===== src/rtl/tick_debounce.sv =====
// ---------------------------------------------------------------------------
// tick_debounce
//   Debounces a raw asynchronous level against a shared time-base strobe.
//   The raw input is synchronized, then a new level must persist for
//   STABLE_TICKS consecutive ticks before it is accepted on dout.  Ticks that
//   arrive in the same cycle as the first disagreement are not counted, so a
//   permanently-high tick still gives a deterministic latency.
//
// Ports
//   clk   in  1  rising-edge clock
//   rst   in  1  synchronous active-high reset
//   tick  in  1  one-cycle time-base strobe (any duty cycle, including 1)
//   din   in  1  raw asynchronous level
//   dout  out 1  debounced level (registered)
//   rise  out 1  one-cycle pulse on dout 0->1 (registered)
//   fall  out 1  one-cycle pulse on dout 1->0 (registered)
//   busy  out 1  a candidate level change is being qualified
// ---------------------------------------------------------------------------
module tick_debounce #(
    parameter int unsigned STABLE_TICKS = 4,
    parameter int unsigned SYNC_STAGES  = 2,
    parameter logic        RESET_LEVEL  = 1'b0
) (
    input  logic clk,
    input  logic rst,
    input  logic tick,
    input  logic din,
    output logic dout,
    output logic rise,
    output logic fall,
    output logic busy
);

    localparam int unsigned     CW   = $clog2(STABLE_TICKS + 1);
    localparam logic [CW-1:0]   LAST = CW'(STABLE_TICKS - 1);

    // Parameter range checks, reported at elaboration.
    if (STABLE_TICKS < 1 || STABLE_TICKS > 65535) begin : g_bad_stable_ticks
        $error("tick_debounce: STABLE_TICKS out of range 1..65535");
    end
    if (SYNC_STAGES < 2 || SYNC_STAGES > 4) begin : g_bad_sync_stages
        $error("tick_debounce: SYNC_STAGES out of range 2..4");
    end

    typedef enum logic {
        ST_STABLE  = 1'b0,
        ST_QUALIFY = 1'b1
    } state_e;

    logic [SYNC_STAGES-1:0] sync_q;
    state_e                 state_q, state_d;
    logic [CW-1:0]          cnt_q, cnt_d;
    logic                   dout_q, dout_d;
    logic                   rise_q, rise_d;
    logic                   fall_q, fall_d;

    logic s;
    logic differ;
    logic commit;

    assign s      = sync_q[SYNC_STAGES-1];
    assign differ = (s != dout_q);
    // Last qualifying tick: the candidate level is accepted on this edge.
    assign commit = (state_q == ST_QUALIFY) && differ && tick && (cnt_q == LAST);

    // State register (plus synchronizer and registered outputs)
    always_ff @(posedge clk) begin
        if (rst) begin
            sync_q  <= {SYNC_STAGES{RESET_LEVEL}};
            state_q <= ST_STABLE;
            cnt_q   <= '0;
            dout_q  <= RESET_LEVEL;
            rise_q  <= 1'b0;
            fall_q  <= 1'b0;
        end else begin
            sync_q  <= {sync_q[SYNC_STAGES-2:0], din};
            state_q <= state_d;
            cnt_q   <= cnt_d;
            dout_q  <= dout_d;
            rise_q  <= rise_d;
            fall_q  <= fall_d;
        end
    end

    // Next-state logic
    always_comb begin
        state_d = state_q;
        cnt_d   = cnt_q;
        case (state_q)
            ST_STABLE: begin
                // The tick in the entry cycle is deliberately not counted.
                cnt_d = '0;
                if (differ) state_d = ST_QUALIFY;
            end
            ST_QUALIFY: begin
                if (!differ) begin
                    // Glitch: input fell back before qualifying; wins over tick.
                    state_d = ST_STABLE;
                    cnt_d   = '0;
                end else if (tick) begin
                    if (cnt_q == LAST) begin
                        state_d = ST_STABLE;
                        cnt_d   = '0;
                    end else begin
                        cnt_d = cnt_q + CW'(1);
                    end
                end
            end
            default: begin
                state_d = ST_STABLE;
                cnt_d   = '0;
            end
        endcase
    end

    // Output logic
    always_comb begin
        dout_d = dout_q;
        rise_d = 1'b0;
        fall_d = 1'b0;
        if (commit) begin
            dout_d = s;
            rise_d = s;
            fall_d = ~s;
        end
    end

    assign busy = (state_q == ST_QUALIFY);
    assign dout = dout_q;
    assign rise = rise_q;
    assign fall = fall_q;

endmodule

===== config.mk =====
export PLATFORM = sky130hd
export DESIGN_NAME = tick_debounce
export DESIGN_NICKNAME = d
export VERILOG_FILES = /design/src/rtl/tick_debounce.sv
export SDC_FILE = /design/constraint.sdc
export NUM_CORES = 1
export LEC_CHECK = 0
export CAP_MARGIN = 10
export CORE_AREA = 2 2 39 41
export CTS_BUF_LIST = sky130_fd_sc_hd__clkbuf_4
export DETAILED_ROUTE_END_ITERATION = 6
export DIE_AREA = 0 0 41 43
export HOLD_SLACK_MARGIN = 0.08
export SYNTH_ARGS = -nofsm -noshare
export SYNTH_HDL_FRONTEND = slang
export SYNTH_SLANG_ARGS = --single-unit
export TNS_END_PERCENT = 10

===== constraint.sdc =====
create_clock -name clk -period 1.1 [get_ports clk]
set_input_delay 0.11 -clock clk [delete_from_list [all_inputs] [get_ports clk]]
set_output_delay 0.11 -clock clk [all_outputs]
set_load 0.1 [all_outputs]

==> flow_summary_export.csv, run 1 <==
group,metric,value,unit
run_status,status,"completed",
floorplanning,core_area,0.001384,mm^2
yosys,yosysMostFrequentCell,"dfxtp_1",
yosys,syn_avg_cell_area,11.10,um^2
critical_path,slowest_stage,"dfxtp_2",
floorplanning,die_y,43,um
grt,grt_pass1_vias,273,
yosys,synth.area.top_cells,"dfxtp_1 52%, or2b_2 7.6%, a21oi_2 5.1%",
floorplanning,start_util,24.86,%
yosys,synth_nets,36,
floorplanning,dieArea,0.001763,mm^2
grt,track_usage,9.677,%
yosys,synth_top_area_cell,"dfxtp_1",
clocking,insertion_delay,0.27,ns
critical_path,start_kind,"flip-flop",
route,remaining_drc_errors,0,
yosys,synth_edf_count,0,
clocking,ctsRootBufferMaster,"clkbuf_4",
placed_design,pre_cts_ws,-0.07222,ns
floorplanning,rows,14,
hold_path,min_path_type,"in2reg",
sta,finalSetupViolCount,0,
route,drt_first_pass_iters,1,
clocking,cts_tree,"done",
pwr,power,664.1,uW
sta,setup_slack,0.02754,ns
critical_path,crit_fanout,3,
critical_path,crit_arrival,1.23,ns
sta,slew_violations,0,
critical_path,rrSetupSlack,0.03,ns
route,vias,268,
placed_design,dp_hpwl,430.8,um
route,drtAntennaViolNets,0,
finish,syn_to_final_growth,69.09,%
route,first_iter_violations,0,
finish,num-fill-cells,138,
yosys,mappedNetlistArea,344.1,um^2
finish,multi_input_area,197.7,um^2
grt,overflow,0,
finish,layout-drive-gt1-share,60.87,%
job,maxCapViolCount,0,
floorplanning,ios,8,
clocking,cts.path.max_buffers,2,
yosys,postSynthCellCount,31,
sta,finalHoldViolCount,0,
sta,grt_setup_unrepaired,"true",
pwr,peakVddDrop,0.5484,mV
sta,clock.fmax,0.9324,GHz
floorplanning,die_w,41,um
clocking,htreeDepth,1,
placed_design,gp_congestion,0.7944,
yosys,synth_top_area_share,52.36,%
finish,diodes,0,
yosys,synth_top_flop_cell,"dfxtp_1",
route,wl_per_cell,10.10,um
finish,seqCellArea,190.2,um^2
sta,skew,0.001510,ns
finish,final_util,42.04,%
pwr,pwr_density_cell,1141,mW/mm^2
yosys,ys_ff_latch,9,
sta,finalCritPeriodShare,97.50,%
critical_path,cp-end-kind,"flip-flop",
sta,timing.hold.ws,0.3918,ns
critical_path,worstPathRequired,1.26,ns
clocking,postCtsSetupBuffers,0,
yosys,synth_cell_type_count,17,
sta,max-slew-margin-rel,83.92,%
route,wirelength,626,um
placed_design,io_buffer_count,7,
yosys,synthArstFlopShare,0,%
clocking,ctsHoldBuffers,0,
clocking,cts.sinks,9,
route,viasPerCell,4.323,
grt,antenna_found_initial,0,
critical_path,crit_chain,"ha_4, or2b_2, nand3b_1, a21oi_2",
grt,grt_pass1_wl,1.062,mm
clocking,numCtsBuffers,3,
grt,grt_max_degree,7,
finish,layout.nets,52,
clocking,clk_pin_slew,0.06,ns
yosys,synth_commonest_cells,"9 x dfxtp_1, 3 x or2b_2",
pwr,power.leakage,0.2130,nW
critical_path,worstSetupPathType,"reg2reg",
critical_path,cp_slowest_stage_delay,0.35,ns
sta,finalSetupTns,0,ns
yosys,yosys_warnings,0,
sta,worstMarginPinSlew,0.2400,ns
yosys,ys_seq_area_share,52.36,%
sta,period_minus_slack,1.072,ns
==> report_power, final <==
group          switching (mW)  internal (mW)  total [mW]
Clock                   0.125          0.165       0.290
Combinational          0.0199         0.0251      0.0449
Sequential            0.00318          0.326       0.329
==> sequential cells by signal, indices dropped and copies added (netlist names) <==
| register | flops |
|---|---|
| rise | 1 |
| busy | 1 |
| dout | 1 |
| cnt_q | 3 |
| fall | 1 |
| sync_q | 2 |
==> critical path: cells and delay by family, from the launching register on <==
kind            cells  cell delay [ns]
simple gates        2             0.43
compound gates      1             0.05
fa+ha+maj           1             0.14
flops               1             0.35
==> cell usage in the layout (no fill, tap or decap), drive strengths merged <==
master         count
dfxtp              9
buf                8
clkbuf             4
or2b               3
clkdlybuf4s50      3
nand2              2
nor4b              2
a21oi              2
nor2b              2
nor2               2
nand4b             1
inv                1
xnor2              1
nor3               1
or3b               1
mux2i              1
nand3b             1
nand3              1
ha                 1
==> cell families after synthesis <==
family	synth area share, %
simple gates	32.36
flops	52.36
xor+xnor	2.546
buf+inv	1.090
fa+ha+maj	3.636
mux	2.909
compound gates	5.092
==> through the flow <==
| stage | instances | cell area [um^2] |
|---|---|---|
| global placement | 58 | 519.2 |
| detailed placement | 58 | 519.2 |
| global route | 62 | 581.8 |
| finish | 62 | 581.8 |
| floorplan | 31 | 359.1 |
| CTS | 62 | 553.0 |
==> final cells by class <==
| type | instances | share of cell area [%] |
|---|---|---|
| Inverter | 1 | 0.6452 |
| Sequential cell | 9 | 32.69 |
| Multi-Input combinational cell | 21 | 33.98 |
| Clock buffer | 4 | 5.161 |
| Timing Repair Buffer | 11 | 24.09 |
| Tap cell | 16 | 3.441 |
==> what timing repair did <==
action | in CTS | in global routing
endpoints found under the setup margin | 4 | 5
pin swaps | 1 | 0
gates resized for setup | 2 | 5
==> worst paths after layout <==
path / from / end / cells past startpoint
hold reg to reg: cnt_q[2] / cnt_q[2] / 2
setup reg to reg: cnt_q[0] / cnt_q[0] / 4
hold / removal: din / sync_q[0] / 2
setup / recovery: cnt_q[0] / cnt_q[0] / 4
==> per-layer routing <==
| layer | routed length (um) | track usage [%] |
|---|---|---|
| met5 | 0 | 0 |
| met4 | 46 | 12.00 |
| met3 | 27 | 3.141 |
| met2 | 268 | 12.50 |
| met1 | 284 | 10.42 |
(Power assumes the default switching activity.)
==> run 2, diff against run 1 <==
- CELL_PAD_IN_SITES_DETAIL_PLACEMENT: unset -> 1
- CELL_PAD_IN_SITES_GLOBAL_PLACEMENT: unset -> 1
- PLACE_DENSITY_LB_ADDON: unset -> 0.1
- SKIP_CTS_REPAIR_TIMING: unset -> 1
==> flow_summary_export.csv, run 2 (synthesis gave the netlist of run 1 again) <==
group,metric,value,unit
clocking,insertion_delay,0.25,ns
hold_path,min_path_type,"in2reg",
route,viasPerCell,4.645,
clocking,cts_tree,"done",
route,vias,288,
floorplanning,core_area,0.001384,mm^2
floorplanning,die_y,43,um
pwr,power.leakage,0.2157,nW
job,maxCapViolCount,0,
floorplanning,die_w,41,um
critical_path,regToRegStartpoint,"cnt_q[0]",
clocking,cts.path.max_buffers,2,
finish,syn_to_final_growth,69.45,%
route,remaining_drc_errors,0,
sta,setup_slack,-0.07004,ns
hold_path,min_to,"sync_q[0]",
sta,finalHoldViolCount,0,
route,first_iter_violations,0,
sta,finalSetupViolCount,2,
placed_design,gp_congestion,0.6483,
route,drtAntennaViolNets,0,
clocking,ctsRootBufferMaster,"clkbuf_4",
pwr,power_frac_comb,6.7,%
critical_path,crit_fanout,4,
grt,overflow,0,
floorplanning,rows,14,
critical_path,worstPathRequired,1.26,ns
clocking,clk_pin_slew,0.06,ns
sta,max-slew-margin-rel,81.00,%
placed_design,io_buffer_count,7,
floorplanning,dieArea,0.001763,mm^2
run_status,violations,"setup timing",
finish,reg.largest.list,"cnt_q (3), sync_q (2)",
run_status,status,"complete, but fails checks",
floorplanning,start_util,24.86,%
pwr,swShare,20.17,%
sta,period_minus_slack,1.170,ns
pwr,pwr_density_cell,1104,mW/mm^2
sta,slew_violations,0,
critical_path,worstSetupPathType,"reg2reg",
pwr,power.switching,129.9,uW
grt,antenna_found_initial,0,
finish,diodes,0,
pwr,peakVddDrop,0.4835,mV
grt,grt_max_degree,7,
critical_path,cp-end-kind,"flip-flop",
route,wirelength,798,um
critical_path,rr_endpoint,"fall",
sta,finalSetupTns,-0.1075,ns
clocking,numCtsBuffers,3,
route,drt_first_pass_iters,1,
grt,grt_pass1_vias,311,
finish,top_register,"cnt_q",
grt,track_usage,11.49,%
grt,grt_pass1_wl,1.248,mm
critical_path,crit_arrival,1.33,ns
sta,clock.fmax,0.8547,GHz
sta,grt_setup_unrepaired,"true",
route,wl_per_cell,12.87,um
critical_path,start_kind,"flip-flop",
pwr,p_seq_share,51.4,%
finish,layout_common_cells,"4 x clkbuf_4, 4 x dfxtp_1, 4 x buf_12, 4 x buf_4",
finish,layout.nets,52,
critical_path,rrSetupSlack,-0.07,ns
hold_path,hp-start,"din",
critical_path,r2r_cells,3,
pwr,p_int,513.9,uW
sta,finalCritPeriodShare,106.4,%
floorplanning,ios,8,
finish,final_util,42.13,%
clocking,cts.sinks,9,
hold_path,whs_path_depth,2,
clocking,htreeDepth,1,
sta,worstMarginPinSlew,0.2834,ns
sta,skew,0.006552,ns
finish,layout-drive-gt1-share,63.04,%
pwr,pwr-share-clk,42.0,%
finish,largest_reg_flops,3,
placed_design,dp_hpwl,582.8,um
## run 2: cell counts in the layout (fill, tap and decap cells not counted)
Identical to the previous run, type by type.
## run 2: cell type report
class | instances | area (um^2)
fillers | 146 | 800.8
multi-input cells | 21 | 197.7
flip-flops and latches | 9 | 191.4
repair buffers | 11 | 140.1
clock buffers | 4 | 30.03
well taps | 16 | 20.02
inverters | 1 | 3.754
## run 2: per-layer routing
layer  wire length (um)  global-route usage (%)  part of all wire, %
met2                447                   17.19                   56
met1                302                   11.40                   38
met5                  0                       0                    0
met3                 33                   4.712                  4.1
met4                 14                   10.00                  1.8
## run 2: how the worst max path moves through the flow
stage	from	to	slack (ns)
after global placement	tick	fall	-0.14
after floorplan	dout	cnt_q[0]	-0.09
after global routing	cnt_q[0]	fall	-0.15
after CTS	cnt_q[0]	fall	-0.08
after detailed placement	tick	fall	-0.11
final	cnt_q[0]	fall	-0.07
## run 2: power by group through the flow
stage,registers (mW),logic (mW),clock network (mW)
floorplan,0.343,0.00762,0
global placement,0.337,0.0405,0
detailed placement,0.337,0.0415,0
CTS,0.330,0.0417,0.284
global route,0.331,0.0459,0.317
finish,0.331,0.0431,0.270
## run 2: critical path, stage by stage, from the launching register on
cell	delay, ns
dfxtp_2	0.35
ha_4	0.14
nand4b_1	0.24
nor4b_2	0.35
## run 2: through the flow
stage	power [mW]	setup slack (ns)	hold WS, ns	cell area (um^2)	cells
after floorplan	0.3508	-0.08728	0.1727	359.1	31
after global placement	0.3777	-0.1359	0.4300	519.2	58
after detailed placement	0.3787	-0.1129	0.4507	519.2	58
after CTS	0.6557	-0.08213	0.4037	549.3	62
after global routing	0.6934	-0.1521	0.4209	583.1	62
final	0.6437	-0.07004	0.4150	583.1	62
